==> config.mk <==
export PLATFORM = sky130hd
export DESIGN_NAME = l1_tag_ctrl
export DESIGN_NICKNAME = d
export VERILOG_FILES = /design/src/rtl/l1_cache_pkg.sv /design/src/rtl/l1_tag_state_regs.sv /design/src/rtl/l1_tag_ctrl.sv
export SDC_FILE = /design/constraint.sdc
export NUM_CORES = 1
export LEC_CHECK = 0
export BUFFER_PORTS_ARGS = -buffer_cell sky130_fd_sc_hd__buf_2
export CAP_MARGIN = 15
export CORE_UTILIZATION = 60
export CTS_CLUSTER_DIAMETER = 150
export DETAILED_ROUTE_END_ITERATION = 16
export PLACE_DENSITY = 0.91
export SYNTH_ARGS = -nofsm -noshare
export SYNTH_HDL_FRONTEND = slang
export SYNTH_HIERARCHICAL = 1
export SYNTH_SLANG_ARGS = --single-unit
==> constraint.sdc <==
create_clock -name CK -period 10.8 [get_ports CK]
set_input_delay 1.08 -clock CK [delete_from_list [all_inputs] [get_ports CK]]
set_output_delay 1.08 -clock CK [all_outputs]
set_load 0.03 [all_outputs]
==> src/rtl/l1_cache_pkg.sv <==
// Shared geometry and types for the L1 tag path: address split, tag/index types
// and the tag controller state encoding.
package l1_cache_pkg;

   localparam int TAG_W    = 23;
   localparam int IDX_W    = 5;
   localparam int OFF_W    = 4;
   localparam int NUM_SETS = 1 << IDX_W;

   typedef logic [TAG_W-1:0] tag_t;
   typedef logic [IDX_W-1:0] idx_t;

   typedef enum logic [1:0] {
      IDLE      = 2'd0,
      LOOKUP    = 2'd1,
      MISS_WAIT = 2'd2,
      FILL      = 2'd3
   } tag_state_e;

endpackage

==> src/rtl/l1_tag_state_regs.sv <==
// Per-set valid bits (two ways) and a one-bit LRU pointer per set.
// The LRU bit names the way to evict next; flush_all wins over a same-cycle update.
module l1_tag_state_regs
   import l1_cache_pkg::*;
(
   input  logic       clk,
   input  logic       rst_n,
   input  idx_t       rd_idx,
   output logic [1:0] rd_valid,
   output logic       rd_lru,
   input  logic       upd_en,
   input  idx_t       upd_idx,
   input  logic       upd_way,
   input  logic       upd_set_valid,
   input  logic       upd_touch,
   input  logic       flush_all
);

   logic [NUM_SETS-1:0][1:0] valid_q, valid_d;
   logic [NUM_SETS-1:0]      lru_q, lru_d;

   assign rd_valid = valid_q[rd_idx];
   assign rd_lru   = lru_q[rd_idx];

   always_comb begin
      valid_d = valid_q;
      lru_d   = lru_q;
      if (flush_all) begin
         valid_d = '0;
         lru_d   = '0;
      end else if (upd_en) begin
         if (upd_set_valid) valid_d[upd_idx][upd_way] = 1'b1;
         if (upd_touch)     lru_d[upd_idx]            = ~upd_way;
      end
   end

   always_ff @(posedge clk or negedge rst_n) begin
      if (!rst_n) begin
         valid_q <= '0;
         lru_q   <= '0;
      end else begin
         valid_q <= valid_d;
         lru_q   <= lru_d;
      end
   end

endmodule

==> src/rtl/l1_tag_ctrl.sv <==
// 2-way L1 tag sequencer: lookup/compare, victim choice, refill tag write and one-cycle flush.
// Handshake: a request is taken on a rising edge where req_valid and req_ready are both 1.
module l1_tag_ctrl
   import l1_cache_pkg::*;
#(
   parameter int CNT_W = 16
) (
   input  logic               CK,
   input  logic               RSTn,
   input  logic               req_valid,
   output logic               req_ready,
   input  logic [31:0]        req_addr,
   output logic               resp_valid,
   output logic               resp_hit,
   output logic               resp_way,
   output logic               miss_req,
   input  logic               fill_done,
   input  logic               flush_req,
   output logic               flush_ack,
   output logic               TA_CS,
   output logic               TA_OE,
   output logic [1:0]         TA_WEB,
   output logic [IDX_W-1:0]   TA_A,
   output logic [TAG_W-1:0]   TA_DI,
   input  logic [2*TAG_W-1:0] TA_DO,
   output logic [CNT_W-1:0]   perf_hit_cnt,
   output logic [CNT_W-1:0]   perf_miss_cnt
);

   tag_state_e       state_q, state_d;
   tag_t             tag_q, tag_d;
   idx_t             idx_q, idx_d;
   logic             victim_q, victim_d;
   logic             flush_ack_q, flush_ack_d;
   logic [CNT_W-1:0] hit_cnt_q, hit_cnt_d;
   logic [CNT_W-1:0] miss_cnt_q, miss_cnt_d;

   logic [1:0] rd_valid;
   logic       rd_lru;
   logic       upd_en, upd_way, upd_set_valid, upd_touch, flush_all;

   tag_t req_tag;
   idx_t req_idx;
   logic unused_offset;
   logic hit0, hit1, any_hit, hit_way, victim;

   assign req_tag       = req_addr[OFF_W+IDX_W +: TAG_W];
   assign req_idx       = req_addr[OFF_W +: IDX_W];
   assign unused_offset = ^req_addr[OFF_W-1:0];

   // Way 0 wins a double hit; an empty way is always preferred as victim over LRU.
   assign hit0    = rd_valid[0] & (TA_DO[TAG_W-1:0] == tag_q);
   assign hit1    = rd_valid[1] & (TA_DO[2*TAG_W-1:TAG_W] == tag_q);
   assign any_hit = hit0 | hit1;
   assign hit_way = ~hit0;
   assign victim  = !rd_valid[0] ? 1'b0 : (!rd_valid[1] ? 1'b1 : rd_lru);

   assign req_ready     = (state_q == IDLE) && !flush_req;
   assign miss_req      = (state_q == MISS_WAIT);
   assign flush_ack     = flush_ack_q;
   assign TA_OE         = 1'b1;
   assign perf_hit_cnt  = hit_cnt_q;
   assign perf_miss_cnt = miss_cnt_q;

   l1_tag_state_regs u_state_regs (
      .clk           (CK),
      .rst_n         (RSTn),
      .rd_idx        (idx_q),
      .rd_valid      (rd_valid),
      .rd_lru        (rd_lru),
      .upd_en        (upd_en),
      .upd_idx       (idx_q),
      .upd_way       (upd_way),
      .upd_set_valid (upd_set_valid),
      .upd_touch     (upd_touch),
      .flush_all     (flush_all)
   );

   always_comb begin
      state_d       = state_q;
      tag_d         = tag_q;
      idx_d         = idx_q;
      victim_d      = victim_q;
      flush_ack_d   = 1'b0;
      hit_cnt_d     = hit_cnt_q;
      miss_cnt_d    = miss_cnt_q;
      upd_en        = 1'b0;
      upd_way       = 1'b0;
      upd_set_valid = 1'b0;
      upd_touch     = 1'b0;
      flush_all     = 1'b0;
      resp_valid    = 1'b0;
      resp_hit      = 1'b0;
      resp_way      = 1'b0;
      TA_CS         = 1'b0;
      TA_WEB        = 2'b11;
      TA_A          = '0;
      TA_DI         = '0;

      case (state_q)
         IDLE: begin
            if (flush_req) begin
               flush_all   = 1'b1;
               flush_ack_d = 1'b1;
            end else if (req_valid) begin
               tag_d   = req_tag;
               idx_d   = req_idx;
               TA_CS   = 1'b1;
               TA_A    = req_idx;
               state_d = LOOKUP;
            end
         end
         LOOKUP: begin
            resp_valid = 1'b1;
            if (any_hit) begin
               resp_hit  = 1'b1;
               resp_way  = hit_way;
               upd_en    = 1'b1;
               upd_way   = hit_way;
               upd_touch = 1'b1;
               if (hit_cnt_q != '1) hit_cnt_d = hit_cnt_q + 1'b1;
               state_d   = IDLE;
            end else begin
               resp_way  = victim;
               victim_d  = victim;
               if (miss_cnt_q != '1) miss_cnt_d = miss_cnt_q + 1'b1;
               state_d   = MISS_WAIT;
            end
         end
         MISS_WAIT: begin
            if (fill_done) state_d = FILL;
         end
         FILL: begin
            TA_CS         = 1'b1;
            TA_WEB        = victim_q ? 2'b01 : 2'b10;
            TA_A          = idx_q;
            TA_DI         = tag_q;
            upd_en        = 1'b1;
            upd_way       = victim_q;
            upd_set_valid = 1'b1;
            upd_touch     = 1'b1;
            state_d       = IDLE;
         end
         default: state_d = IDLE;
      endcase
   end

   always_ff @(posedge CK or negedge RSTn) begin
      if (!RSTn) begin
         state_q     <= IDLE;
         tag_q       <= '0;
         idx_q       <= '0;
         victim_q    <= 1'b0;
         flush_ack_q <= 1'b0;
         hit_cnt_q   <= '0;
         miss_cnt_q  <= '0;
      end else begin
         state_q     <= state_d;
         tag_q       <= tag_d;
         idx_q       <= idx_d;
         victim_q    <= victim_d;
         flush_ack_q <= flush_ack_d;
         hit_cnt_q   <= hit_cnt_d;
         miss_cnt_q  <= miss_cnt_d;
      end
   end

endmodule

## Yosys cells after proc, flatten, opt, wreduce, memory -nomap -nowiden

Index checks and enable logic that the tools add are counted.

| cells by class | value |
|---|---|
| multiplexer cells | 43 |
| add/subtract/negate cells | 2 |
| divide/modulo/power cells | 0 |
| bitwise operators | 8 |
| reductions and logical operators | 13 |
| shift operators | 0 |
| $mul | 0 |
| eq/ne operators | 10 |
| order comparisons | 4 |

Operators by type and width:

| cell | count |
|---|---|
| two-way mux 64 bit | 3 |
| two-way mux 32 bit | 2 |
| OR 64 bit | 1 |
| equality test 23 bit | 2 |
| adder 16 x 1 -> 16 bit (second input constant) | 2 |
| bitwise mux 32 bit | 1 |
| != test 16 bit (second input constant) | 2 |
| two-way mux 23 bit | 1 |
| two-way mux 1 bit | 16 |
| two-way mux 2 bit | 8 |
| AND reduction 3 bit | 4 |
| binary-select mux 2 bit (select 5 bit) | 1 |
| demux 2 bit (select 5 bit) | 1 |
| two-way mux 5 bit | 2 |
| one-hot mux 5 bit (2 select lines) | 1 |
| one-hot mux 2 bit (4 select lines) | 1 |
| less-than comparator 5 x 6 -> 1 bit (second input constant) | 1 |
| one-hot mux 1 bit (2 select lines) | 3 |
| binary-select mux 1 bit (select 5 bit) | 1 |
| demux 1 bit (select 5 bit) | 1 |
| greater-or-equal comparator 5 x 1 -> 1 bit (second input constant) | 1 |
| equality test 2 bit (second input constant) | 2 |
| != test 2 bit (second input constant) | 2 |
| NOT 1 bit | 4 |
| other kinds (12) | 17 |

| storage, ports and cells | value |
|---|---|
| flip-flop bits (word level) | 160 |
| output and inout port bits | 70 |
| latch bits | 0 |
| memories kept | 0 |
| ROM bits | 0 |
| input bits | 83 |
| bits in writable memories | 0 |
| logic and storage cells | 120 |

## Longest topological paths before layout

Gate-level depths: netlist of the first run.

| depth | value |
|---|---|
| depth after elaboration | 16 |
| depth in mapped cells | 16 |
| mapped depth without buffers | 11 |

## Hierarchy

Netlist of the first run, hierarchy kept.

Modules (own cells, without submodules):

| module | sequential area each (um^2) | area each (um^2) | cells each | times used |
|---|---|---|---|---|
| l1_tag_state_regs | 2402.3 | 4996.0 | 443 | 1 |
| l1_tag_ctrl | 1601.5 | 3781.1 | 422 | 1 |

## Worst setup path before layout of the first run

No wires, ideal clock.

| timing path | value |
|---|---|
| path type | register to register |
| start point | register idx_q[1] |
| end point | register u_state_regs.lru_q[5] |
| required time | 10.722 ns |
| buffers on the path | 5 |
| data arrival time | 4.186 ns |
| stages on the path, launching flop included | 17 |
| setup slack | 6.536 ns |
| clock period less this slack | 4.264 ns |
| setup time | 0.078 ns |
| cells stage by stage | dfrtp_1 buf_4 buf_6 buf_2 mux4_2 mux4_2 mux2_2 and4_1 and4_1 nand3_1 a21boi_0 or2_2 nand2_1 clkbuf_1 buf_1 o31ai_1 a21oi_1 |

| on the way | value |
|---|---|
| elaborated cells on any way between the ends | 20 |
| those cells by class | order compare: 2; mux: 11; bitwise: 5; reduce/logical: 2 |

RTL lines:

| element | RTL line | text |
|---|---|---|
| start: declaration | l1_tag_ctrl.sv:32 | `idx_t idx_q, idx_d;` |
| start signal: assignment | l1_tag_ctrl.sv:160 | `idx_q <= idx_d;` |
| binary-select mux 2 bit (select 5 bit) | l1_tag_state_regs.sv:22 | `assign rd_valid = valid_q[rd_idx];` |
| two-way mux 2 bit (not written as such) | l1_tag_state_regs.sv:22 |  |
| named net rd_valid[0] | l1_tag_ctrl.sv:38 | `logic [1:0] rd_valid;` |
| bitwise AND 1 bit | l1_tag_ctrl.sv:52 | `assign hit0 = rd_valid[0] & (TA_DO[TAG_W-1:0] == tag_q);` |
| OR 1 bit | l1_tag_ctrl.sv:54 | `assign any_hit = hit0 \| hit1;` |
| two-way mux 1 bit | l1_tag_ctrl.sv:115 | `if (any_hit) begin` |
| one-hot mux 1 bit (2 select lines) | l1_tag_ctrl.sv:100 | `case (state_q)` |
| named net upd_en | l1_tag_ctrl.sv:40 | `logic upd_en, upd_way, upd_set_valid, upd_touch, flush_all;` |
| nonzero test 2 bit (no line) | n/a |  |
| end signal: assignment | l1_tag_state_regs.sv:43 | `lru_q <= lru_d;` |
| end: declaration | l1_tag_state_regs.sv:20 | `logic [NUM_SETS-1:0] lru_q, lru_d;` |

The timed path passes the listed nets, and every way through them passes these cells. The select of a mux whose other input is x is not followed.
A chain may end at the register's enable or synchronous reset.

## Worst setup path in the final report of the first run

| timing path | value |
|---|---|
| start point | register idx_q[2] |
| end point | output resp_way |

| on the way | value |
|---|---|
| word-level cells in the longest chain between the ends | 6 |
| elaborated cells on any way between the ends | 12 |
| those cells by class | mux: 8; bitwise: 4 |

Ends and longest elaborated chain:

| element | RTL line | text |
|---|---|---|
| binary-select mux 2 bit (select 5 bit) (*) | l1_tag_state_regs.sv:22 |  |
| two-way mux 2 bit (not written as such) (*) | l1_tag_state_regs.sv:22 |  |
| named net rd_valid[0] | l1_tag_ctrl.sv:38 |  |
| bitwise AND 1 bit | l1_tag_ctrl.sv:52 |  |
| OR 1 bit or NOT 1 bit (tied branches) | l1_tag_ctrl.sv:54, l1_tag_ctrl.sv:55 |  |
| two-way mux 1 bit (*) | l1_tag_ctrl.sv:115 |  |
| two-way mux 1 bit (*) | l1_tag_ctrl.sv:100 |  |
| end: declaration | l1_tag_ctrl.sv:15 | `output logic resp_way,` |

Mark *: on every way through the listed nets, which the timed path passes. The rest lies on a longest branch. The select of a mux whose other input is x is not followed.

==> results.py, run 1 <==
metrics = {
    "status": {
        "status": "finished clean",
    },
    "setup_path": {
        "critPathTopFamily": "multiplexers",
        "crit_end": "resp_way",
        "cp-start-kind": "register",
        "crit_arrival_ns": 4.02,
        "crit_start": "idx_q[2]",
        "path_buf_inv": 2,
        "end_kind": "output pin",
        "crit_path_max_fanout": 28,
        "r2r_end": "u_state_regs/valid_q[30]",
        "r2r-start": "idx_q[2]",
        "crit_path_max_incr_delay_ns": 0.79,
        "path_common_cell": "mux4_2",
        "r2r_cells": 12,
        "r2r_slack_ns": 5.75,
        "critPathKind": "register to output pin",
        "required_ns": 9.72,
        "path_depth": 9,
        "slowest_stage": "dfrtp_1",
        "cp_cell_sequence": "buf_4 -> mux4_2 -> mux4_2 -> mux2_2 -> nand4_1 -> or2_2 -> o21ai_0 -> a21oi_1 -> buf_2",
    },
    "floorplanning": {
        "die_w_um": 123,
        "die_h_um": 123,
        "std_cell_rows": 43,
        "io_pins": 153,
        "floorplan.initialDensity": 0.623,
        "core_area_um2": 14100,
        "die-area_um2": 15100,
    },
    "pwr": {
        "switchingPower_uw": 954,
        "leakagePower_uw": 0.00458,
        "ir_worst_vdd_v": 0.000155,
        "p_seq_frac": 0.384,
        "internal_power_uw": 1250,
        "power_frac_clock": 0.255,
        "powerDensity_nw_per_um2": 219,
        "p_comb_frac": 0.361,
        "p_sw_frac": 0.433,
    },
    "sta": {
        "finClkSkew_ns": 0.00845,
        "rsz0062_at_grt": "no",
        "fmax_ghz": 0.196,
        "hold_violations": 0,
        "setup_viol": 0,
        "slew_headroom": 0.260,
        "finalSetupTns_ns": 0,
        "maxSlewViolCount": 0,
        "min_period_over_period": 0.472,
        "tightest_slew_ns": 1.11,
        "fin_crit_ns": 5.10,
    },
    "detailed_routing": {
        "dr.pass1.iters": 5,
        "drt_iter0_markers": 915,
        "vias_per_cell": 6.64,
        "wl_mm": 23.3,
        "avgRoutedWirePerCell_um": 20.1,
        "final_antenna_net_count": 0,
        "drc": 0,
        "num_vias": 7696,
    },
    "worst_hold_path": {
        "worstHoldPathCells": 2,
        "worstHoldPathType": "register to register",
    },
    "grt": {
        "grt_pass1_vias": 7000,
        "grt_max_degree": 100,
        "grtUsageTotal": 0.320,
        "antenna_found_initial": 0,
        "grt-ovfl-total": 0,
        "grt_pass1_wl_mm": 36.6,
    },
    "cts": {
        "htree_levels": 4,
        "cts_setup_buffers": 0,
        "cts_buffers": 17,
        "cts_hold_buf": 0,
        "clock_latency_ns": 0.43,
        "ctsResizeCount": 0,
        "cts_tree": "built",
        "path_clk_slew_ns": 0.07,
        "cts-root-buf": "clkbuf_16",
        "clk_path_buf_depth": 2,
        "cts_sinks": 160,
    },
    "yosys": {
        "ys_types": 54,
        "yosysWarnings": 6,
        "ys_ff_latch": 160,
        "synth_nets": 954,
        "synth_area_leaders": "dfrtp_1 46%, mux4_2 7.7%, nand2_1 4.8%",
        "async_flop_share": 1.00,
        "yosysTopAreaCell": "dfrtp_1",
        "synthCells": 865,
        "synth_area_um2": 8780,
        "yosysMostFrequentCell": "dfrtp_1",
        "avgSynthCellArea_um2": 10.1,
        "synth_edf_count": 0,
        "synthTopCellsByCount": "160 x dfrtp_1, 113 x nand2_1, 59 x clkbuf_1",
        "synthFlopType": "dfrtp_1",
        "yosysSeqAreaShare": 0.456,
        "yosysTopAreaCellShare": 0.456,
    },
    "place": {
        "hpwl_mm": 14.8,
        "dp_cells": 1127,
        "gp_congestion": 0.917,
        "io_buffers": 147,
    },
    "job": {
        "maxCapViolCount": 0,
    },
    "final_layout": {
        "drive_gt1_frac": 0.243,
        "nNetsFinal": 1055,
        "final_cells": 1159,
        "syn_to_final_growth_pct": 14.6,
        "antenna_cells": 0,
        "nFillCells": 959,
    },
}
## registers in the layout, indices dropped and copies added (netlist names), named ones only
| signal | cells |
|---|---|
| victim_q | 1 |
| flush_ack | 1 |
| perf_hit_cnt | 16 |
| perf_miss_cnt | 16 |
| state_q | 1 |
| u_state_regs/lru_q | 32 |
| idx_q | 5 |
| u_state_regs/valid_q | 64 |
| tag_q | 23 |
## metal layers
metal	track usage	wire (um)	share of wire
met3	0.0729	2130	0.091
met4	0.139	671	0.029
met2	0.491	11200	0.48
met5	0	0	0
met1	0.438	9300	0.40
## cell usage in the layout, fill, tap and decap left out, types with 25 or more instances in the layout
cell type	netlist	routed
a21oi_1	43	43
dfrtp_1	160	160
xnor2_1	39	39
a41oi_1	43	43
inv_1	28	28
nand2_1	113	113
mux4_2	30	30
buf_2	2	146
xor2_1	36	36
o31ai_1	32	32
and2_1	26	25
or4_1	34	34
nor2_1	56	56
## worst min-delay path by stage
stage	start	endpoint	slack [ns]
after floorplan	u_state_regs/valid_q[21]	u_state_regs/valid_q[21]	0.46
after global placement	u_state_regs/valid_q[53]	u_state_regs/valid_q[53]	0.47
after detailed placement	u_state_regs/valid_q[13]	u_state_regs/valid_q[13]	0.48
after CTS	u_state_regs/valid_q[39]	u_state_regs/valid_q[39]	0.50
after global routing	u_state_regs/valid_q[59]	u_state_regs/valid_q[59]	0.53
final	u_state_regs/valid_q[39]	u_state_regs/valid_q[39]	0.50
## worst register-to-register path, delay by kind of cell, from the launching register on
family                 cells  cell delay [ns]
AO/OA/AOI/OAI              2             0.71
buffers and inverters      2             0.82
flip-flops                 1             0.79
multiplexers               3             1.35
AND/OR/NAND/NOR            5             1.27
## logic make-up (layout without fill, tap and decap cells)
family	count (synthesis)	after routing	share of synthesized area
XOR/XNOR	75	75	0.0748
flip-flops	160	160	0.456
buffers and inverters	102	216	0.0478
multiplexers	38	38	0.0871
adder cells (fa/ha/maj)	6	6	0.00855
other	1	1	0.000427
AO/OA/AOI/OAI	151	151	0.126
AND/OR/NAND/NOR	332	332	0.199
## layout make-up
| class | count | area [um2] | share of cell area |
|---|---|---|---|
| Clock inverter | 13 | 106 | 0.0106 |
| Timing Repair Buffer | 155 | 802 | 0.0798 |
| Multi-Input combinational cell | 603 | 4370 | 0.434 |
| Tap cell | 180 | 225 | 0.0224 |
| Clock buffer | 19 | 443 | 0.0440 |
| Inverter | 29 | 109 | 0.0108 |
| Sequential cell | 160 | 4000 | 0.398 |
## stage by stage
stage               hold slack (ns)  total power [uW]   util  instance area [um2]  worst slack (ns)
CTS                           0.501              2190  0.713                10100              5.67
global route                  0.529              2320  0.713                10100              5.35
detailed placement            0.484              1620  0.674                 9510              5.85
global placement              0.474              1600  0.674                 9510              6.00
floorplan                     0.461              1400      -                 8780              6.54
finish                        0.495              2200  0.713                10100              5.70
## power by group through the flow
stage	Sequential (uW)	Clock (uW)	Combinational [uW]
2_1_floorplan	806	0	596
3_3_place_gp	840	0	757
3_5_place_dp	848	0	775
4_1_cts	838	566	785
5_1_grt	858	596	861
6_report	846	561	795
(Power assumes the default switching activity.)
==> run 2: changes to the inputs <==
--- a/config.mk
+++ b/config.mk
@@ -7,10 +7,10 @@
 export LEC_CHECK = 0
 export BUFFER_PORTS_ARGS = -buffer_cell sky130_fd_sc_hd__buf_2
 export CAP_MARGIN = 15
-export CORE_UTILIZATION = 60
+export CORE_UTILIZATION = 51
 export CTS_CLUSTER_DIAMETER = 150
 export DETAILED_ROUTE_END_ITERATION = 16
-export PLACE_DENSITY = 0.91
+export PLACE_DENSITY = 0.83
 export SYNTH_ARGS = -nofsm -noshare
 export SYNTH_HDL_FRONTEND = slang
 export SYNTH_HIERARCHICAL = 1
==> constraint.sdc (replaced) <==
create_clock -name CK -period 4.57 [get_ports CK]
set_input_delay 0.457 -clock CK [delete_from_list [all_inputs] [get_ports CK]]
set_output_delay 0.457 -clock CK [all_outputs]
set_load 0.03 [all_outputs]
==> results.py, run 2 (synthesized netlist as in run 1, its figures left out) <==
metrics = {
    "sta": {
        "final.setup.worst_slack_ns": 0.533,
        "finalSetupTns_ns": 0,
        "finClkSkew_ns": 0.0116,
        "hold_violations": 0,
        "fin_crit_ns": 4.04,
        "fmax_ghz": 0.248,
        "min_period_over_period": 0.883,
        "maxSlewViolCount": 0,
        "setup_viol": 0,
        "rsz0062_at_grt": "no",
        "tightest_slew_ns": 1.13,
        "slew_headroom": 0.250,
    },
    "detailed_routing": {
        "avgRoutedWirePerCell_um": 18.8,
        "drc": 0,
        "num_vias": 7500,
        "final_antenna_net_count": 0,
        "wl_mm": 22.7,
        "dr.pass1.iters": 5,
        "drt_iter0_markers": 750,
        "vias_per_cell": 6.22,
    },
    "grt": {
        "grt_pass1_vias": 7258,
        "grt_pass1_wl_mm": 37.0,
        "antenna_found_initial": 0,
        "grt_max_degree": 77,
        "grt-ovfl-total": 0,
        "grtUsageTotal": 0.263,
    },
    "cts": {
        "clock_latency_ns": 0.43,
        "cts_tree": "built",
        "ctsResizeCount": 0,
        "cts_hold_buf": 0,
        "cts_sinks": 160,
        "cts_buffers": 17,
        "htree_levels": 4,
        "cts_setup_buffers": 0,
        "path_clk_slew_ns": 0.06,
        "cts-root-buf": "clkbuf_16",
        "clk_path_buf_depth": 2,
    },
    "setup_path": {
        "end_kind": "register",
        "required_ns": 4.84,
        "cp-start-kind": "register",
        "critPathKind": "register to register",
        "path_buf_inv": 2,
        "cp_cell_sequence": "buf_4 -> mux4_2 -> mux4_2 -> mux2_2 -> and4_1 -> and4_1 -> nand3_1 -> a21boi_0 -> or2_2 -> a21o_1 -> buf_4 -> a41oi_1 -> nor2_1",
        "critPathTopFamily": "multiplexers",
        "crit_path_max_incr_delay_ns": 0.62,
        "crit_arrival_ns": 4.31,
        "slowest_stage": "dfrtp_1",
        "crit_path_max_fanout": 42,
    },
    "worst_hold_path": {
        "worstHoldPathType": "input port to async pin",
    },
    "pwr": {
        "leakagePower_uw": 0.00462,
        "power_uw": 5140,
        "ir_worst_vdd_v": 0.000308,
        "powerDensity_nw_per_um2": 507,
    },
    "place": {
        "hpwl_mm": 15.0,
        "gp_congestion": 0.928,
        "dp_slack_ns": 0.568,
        "post_dp_cell_area_um2": 9660,
        "io_buffers": 147,
    },
    "final_layout": {
        "largest_register": "u_state_regs/valid_q",
        "drive_gt1_frac": 0.240,
        "finalInstanceArea_um2": 10100,
        "fin_util": 0.608,
        "final_common_cell": "dfrtp_1",
        "nFillCells": 1298,
        "top_regs": "u_state_regs/valid_q (64), u_state_regs/lru_q (32), tag_q (23)",
        "largest_reg_flops": 64,
        "nNetsFinal": 1065,
        "antenna_cells": 0,
        "mostFrequentLayoutCells": "160 x dfrtp_1, 146 x buf_2, 113 x nand2_1",
        "syn_to_final_growth_pct": 15.6,
    },
    "floorplanning": {
        "floorplan.initialDensity": 0.526,
        "core_area_um2": 16700,
        "std_cell_rows": 47,
        "die_h_um": 133,
        "die-area_um2": 17700,
        "die_w_um": 133,
        "io_pins": 153,
    },
    "status": {
        "status": "finished clean",
    },
    "job": {
        "maxCapViolCount": 0,
    },
}
==> run 2: worst reg2reg max path: cells and delay by family, from the launching register on <==
kind	cells	cell delay (ns)
muxes	3	1.14
and+or+nand+nor	5	0.88
AOI/OAI and AO/OA	3	0.65
DFF	1	0.62
buffers and inverters	2	0.61
==> run 2: worst paths after layout <==
check	from	endpoint	slack [ns]	cells past startpoint
min reg2reg	perf_miss_cnt[9]	perf_miss_cnt[9]	0.49	1
min	RSTn	perf_miss_cnt[15]	0.04	1
max in group asynchronous	RSTn	u_state_regs/valid_q[2]	3.47	2
max	idx_q[1]	u_state_regs/valid_q[9]	0.53	13
min in group CK	req_addr[10]	tag_q[1]	0.22	3
max reg2reg	idx_q[1]	u_state_regs/valid_q[9]	0.53	13
==> run 2: area by class of cell <==
type / instances / area [um2] / share of cell area
sequential: 160 / 4000 / 0.395
clock buffer: 28 / 487 / 0.0480
timing repair buffer: 165 / 902 / 0.0889
inverter: 29 / 109 / 0.0107
clock inverter: 1 / 5.00 / 0.000493
multi-input combinational: 603 / 4370 / 0.430
tap: 220 / 275 / 0.0271
==> run 2: layer usage <==
metal | GRT usage | up-vias | share of wire
li1 | - | 3385 | -
met1 | 0.349 | 3691 | 0.41
met2 | 0.429 | 390 | 0.49
met3 | 0.0647 | 34 | 0.080
met4 | 0.0814 | 0 | 0.020
met5 | 0 | - | 0
==> run 2: report_power, final <==
group	switching, uW	internal [uW]	leakage [uW]	total [uW]
sequential	345	1620	0.00218	1960
combinational	1300	651	0.00221	1950
clock	517	713	0.000238	1230
total	2170	2980	0.00462	5140
==> run 2: per-stage QoR <==
| step | hold slack [ns] | cells |
|---|---|---|
| 2_1_floorplan | 0.161 | 865 |
| 3_3_place_gp | 0.474 | 1177 |
| 3_5_place_dp | 0.483 | 1177 |
| 4_1_cts | 0.0837 | 1206 |
| 5_1_grt | 0.0962 | 1206 |
| 6_report | 0.0412 | 1206 |
==> run 3: changes to the inputs <==
--- a/config.mk
+++ b/config.mk
@@ -5,7 +5,7 @@
 export SDC_FILE = /design/constraint.sdc
 export NUM_CORES = 1
 export LEC_CHECK = 0
-export BUFFER_PORTS_ARGS = -buffer_cell sky130_fd_sc_hd__buf_2
+export BUFFER_PORTS_ARGS = -buffer_cell sky130_fd_sc_hd__buf_4
 export CAP_MARGIN = 15
 export CORE_UTILIZATION = 51
 export CTS_CLUSTER_DIAMETER = 150
==> results.py, run 3 (synthesized netlist as in run 1, its figures left out) <==
metrics = {
    "status": {
        "status": "finished clean",
    },
    "final_layout": {
        "multiInputGateArea_um2": 4370,
        "antenna_cells": 0,
        "top_regs": "u_state_regs/valid_q (64), u_state_regs/lru_q (32), tag_q (23)",
        "final_common_cell": "buf_4",
        "finalInstanceArea_um2": 10600,
        "largest_register": "u_state_regs/valid_q",
        "nNetsFinal": 1065,
        "drive_gt1_frac": 0.249,
        "mostFrequentLayoutCells": "163 x buf_4, 160 x dfrtp_1, 113 x nand2_1",
        "fin_util": 0.635,
        "largest_reg_flops": 64,
        "nFillCells": 1266,
        "syn_to_final_growth_pct": 20.9,
        "regArea_um2": 4000,
    },
    "detailed_routing": {
        "drt_iter0_markers": 743,
        "final_antenna_net_count": 0,
        "wl_mm": 23.5,
        "num_vias": 7522,
        "avgRoutedWirePerCell_um": 19.4,
        "dr.pass1.iters": 5,
        "drc": 0,
        "vias_per_cell": 6.22,
    },
    "cts": {
        "htree_levels": 4,
        "path_clk_slew_ns": 0.06,
        "cts_hold_buf": 0,
        "cts_sinks": 160,
        "clock_latency_ns": 0.43,
        "cts_tree": "built",
        "cts-root-buf": "clkbuf_16",
        "clk_path_buf_depth": 2,
        "cts_buffers": 17,
        "cts_setup_buffers": 0,
        "ctsResizeCount": 0,
    },
    "setup_path": {
        "path_common_cell": "buf_4",
        "end_kind": "output pin",
        "r2r_cells": 12,
        "cp-start-kind": "register",
        "r2r_end": "u_state_regs/lru_q[19]",
        "crit_path_max_incr_delay_ns": 0.67,
        "required_ns": 4.11,
        "crit_arrival_ns": 3.57,
        "slowest_stage": "dfrtp_1",
        "r2r-start": "idx_q[1]",
        "crit_path_max_fanout": 12,
        "r2r_slack_ns": 0.58,
        "cp_cell_sequence": "buf_4 -> mux4_2 -> mux4_2 -> mux2_2 -> nand2_1 -> nor4bb_1 -> buf_4 -> nand2_1 -> a21oi_1 -> buf_4",
        "critPathKind": "register to output pin",
    },
    "floorplanning": {
        "io_pins": 153,
        "std_cell_rows": 47,
        "die_h_um": 133,
        "core_area_um2": 16700,
        "die-area_um2": 17700,
        "die_w_um": 133,
        "floorplan.initialDensity": 0.526,
    },
    "sta": {
        "rsz0062_at_grt": "no",
        "min_period_over_period": 0.882,
        "finClkSkew_ns": 0.00885,
        "hold_violations": 0,
        "setup_viol": 0,
        "finalHoldWorstSlack_ns": 0.129,
        "fmax_ghz": 0.248,
        "slew_headroom": 0.222,
        "fin_crit_ns": 4.03,
        "maxSlewViolCount": 0,
        "tightest_slew_ns": 1.17,
        "finalSetupTns_ns": 0,
    },
    "pwr": {
        "leakagePower_uw": 0.00474,
        "power_uw": 5440,
        "ir_worst_vdd_v": 0.000302,
        "powerDensity_nw_per_um2": 513,
    },
    "grt": {
        "grt_max_degree": 100,
        "grt_pass1_wl_mm": 38.1,
        "grtUsageTotal": 0.273,
        "antenna_found_initial": 0,
        "grt_pass1_vias": 7325,
        "grt-ovfl-total": 0,
    },
    "place": {
        "io_buffers": 147,
        "gp_congestion": 0.932,
        "hpwl_mm": 15.4,
        "post_dp_cell_area_um2": 10000,
    },
    "worst_hold_path": {
        "worstHoldPathType": "input port to async pin",
    },
    "job": {
        "maxCapViolCount": 0,
    },
}
run 3: area by class of cell:
| type | count | area share |
|---|---|---|
| Sequential cell | 160 | 0.377 |
| Timing Repair Buffer | 165 | 0.118 |
| Inverter | 29 | 0.0103 |
| Multi-Input combinational cell | 603 | 0.412 |
| Tap cell | 220 | 0.0259 |
| Clock buffer | 22 | 0.0438 |
| Clock inverter | 10 | 0.0126 |
run 3: metrics by stage:
step / worst slack [ns] / std cells
finish: 0.542 / 1209
global route: 0.362 / 1209
CTS: 0.553 / 1209
detailed placement: 0.633 / 1177
global placement: 0.680 / 1177
floorplan: 0.306 / 865
run 3: worst max-delay path by stage:
| stage | start | end | slack (ns) | cells past startpoint |
|---|---|---|---|---|
| 6_report | idx_q[1] | resp_way | 0.54 | 10 |
| 5_1_grt | idx_q[1] | u_state_regs/lru_q[17] | 0.36 | 12 |
| 3_3_place_gp | idx_q[1] | u_state_regs/valid_q[11] | 0.68 | 12 |
| 4_1_cts | idx_q[1] | resp_way | 0.55 | 10 |
| 2_1_floorplan | idx_q[1] | u_state_regs/lru_q[5] | 0.31 | 16 |
| 3_5_place_dp | idx_q[1] | u_state_regs/valid_q[10] | 0.63 | 12 |
run 3: per-layer routing:
| layer | track usage | vias to the layer above | wire, um |
|---|---|---|---|
| li1 | - | 3389 | - |
| met1 | 0.358 | 3740 | 9450 |
| met2 | 0.443 | 356 | 11700 |
| met3 | 0.0597 | 37 | 1810 |
| met4 | 0.105 | 0 | 512 |
| met5 | 0 | - | 0 |
run 3: power breakdown:
part	switching, uW	total, uW	internal, uW
combinational	1320	2030	712
clock	565	1450	885
sequential	346	1960	1610
run 3: worst max-delay path: cells and delay by family (launching register included):
family | cells | cell delay, ns
buf+inv | 3 | 0.64
mux | 3 | 1.25
simple gates | 3 | 0.45
compound gates | 1 | 0.13
flops | 1 | 0.67
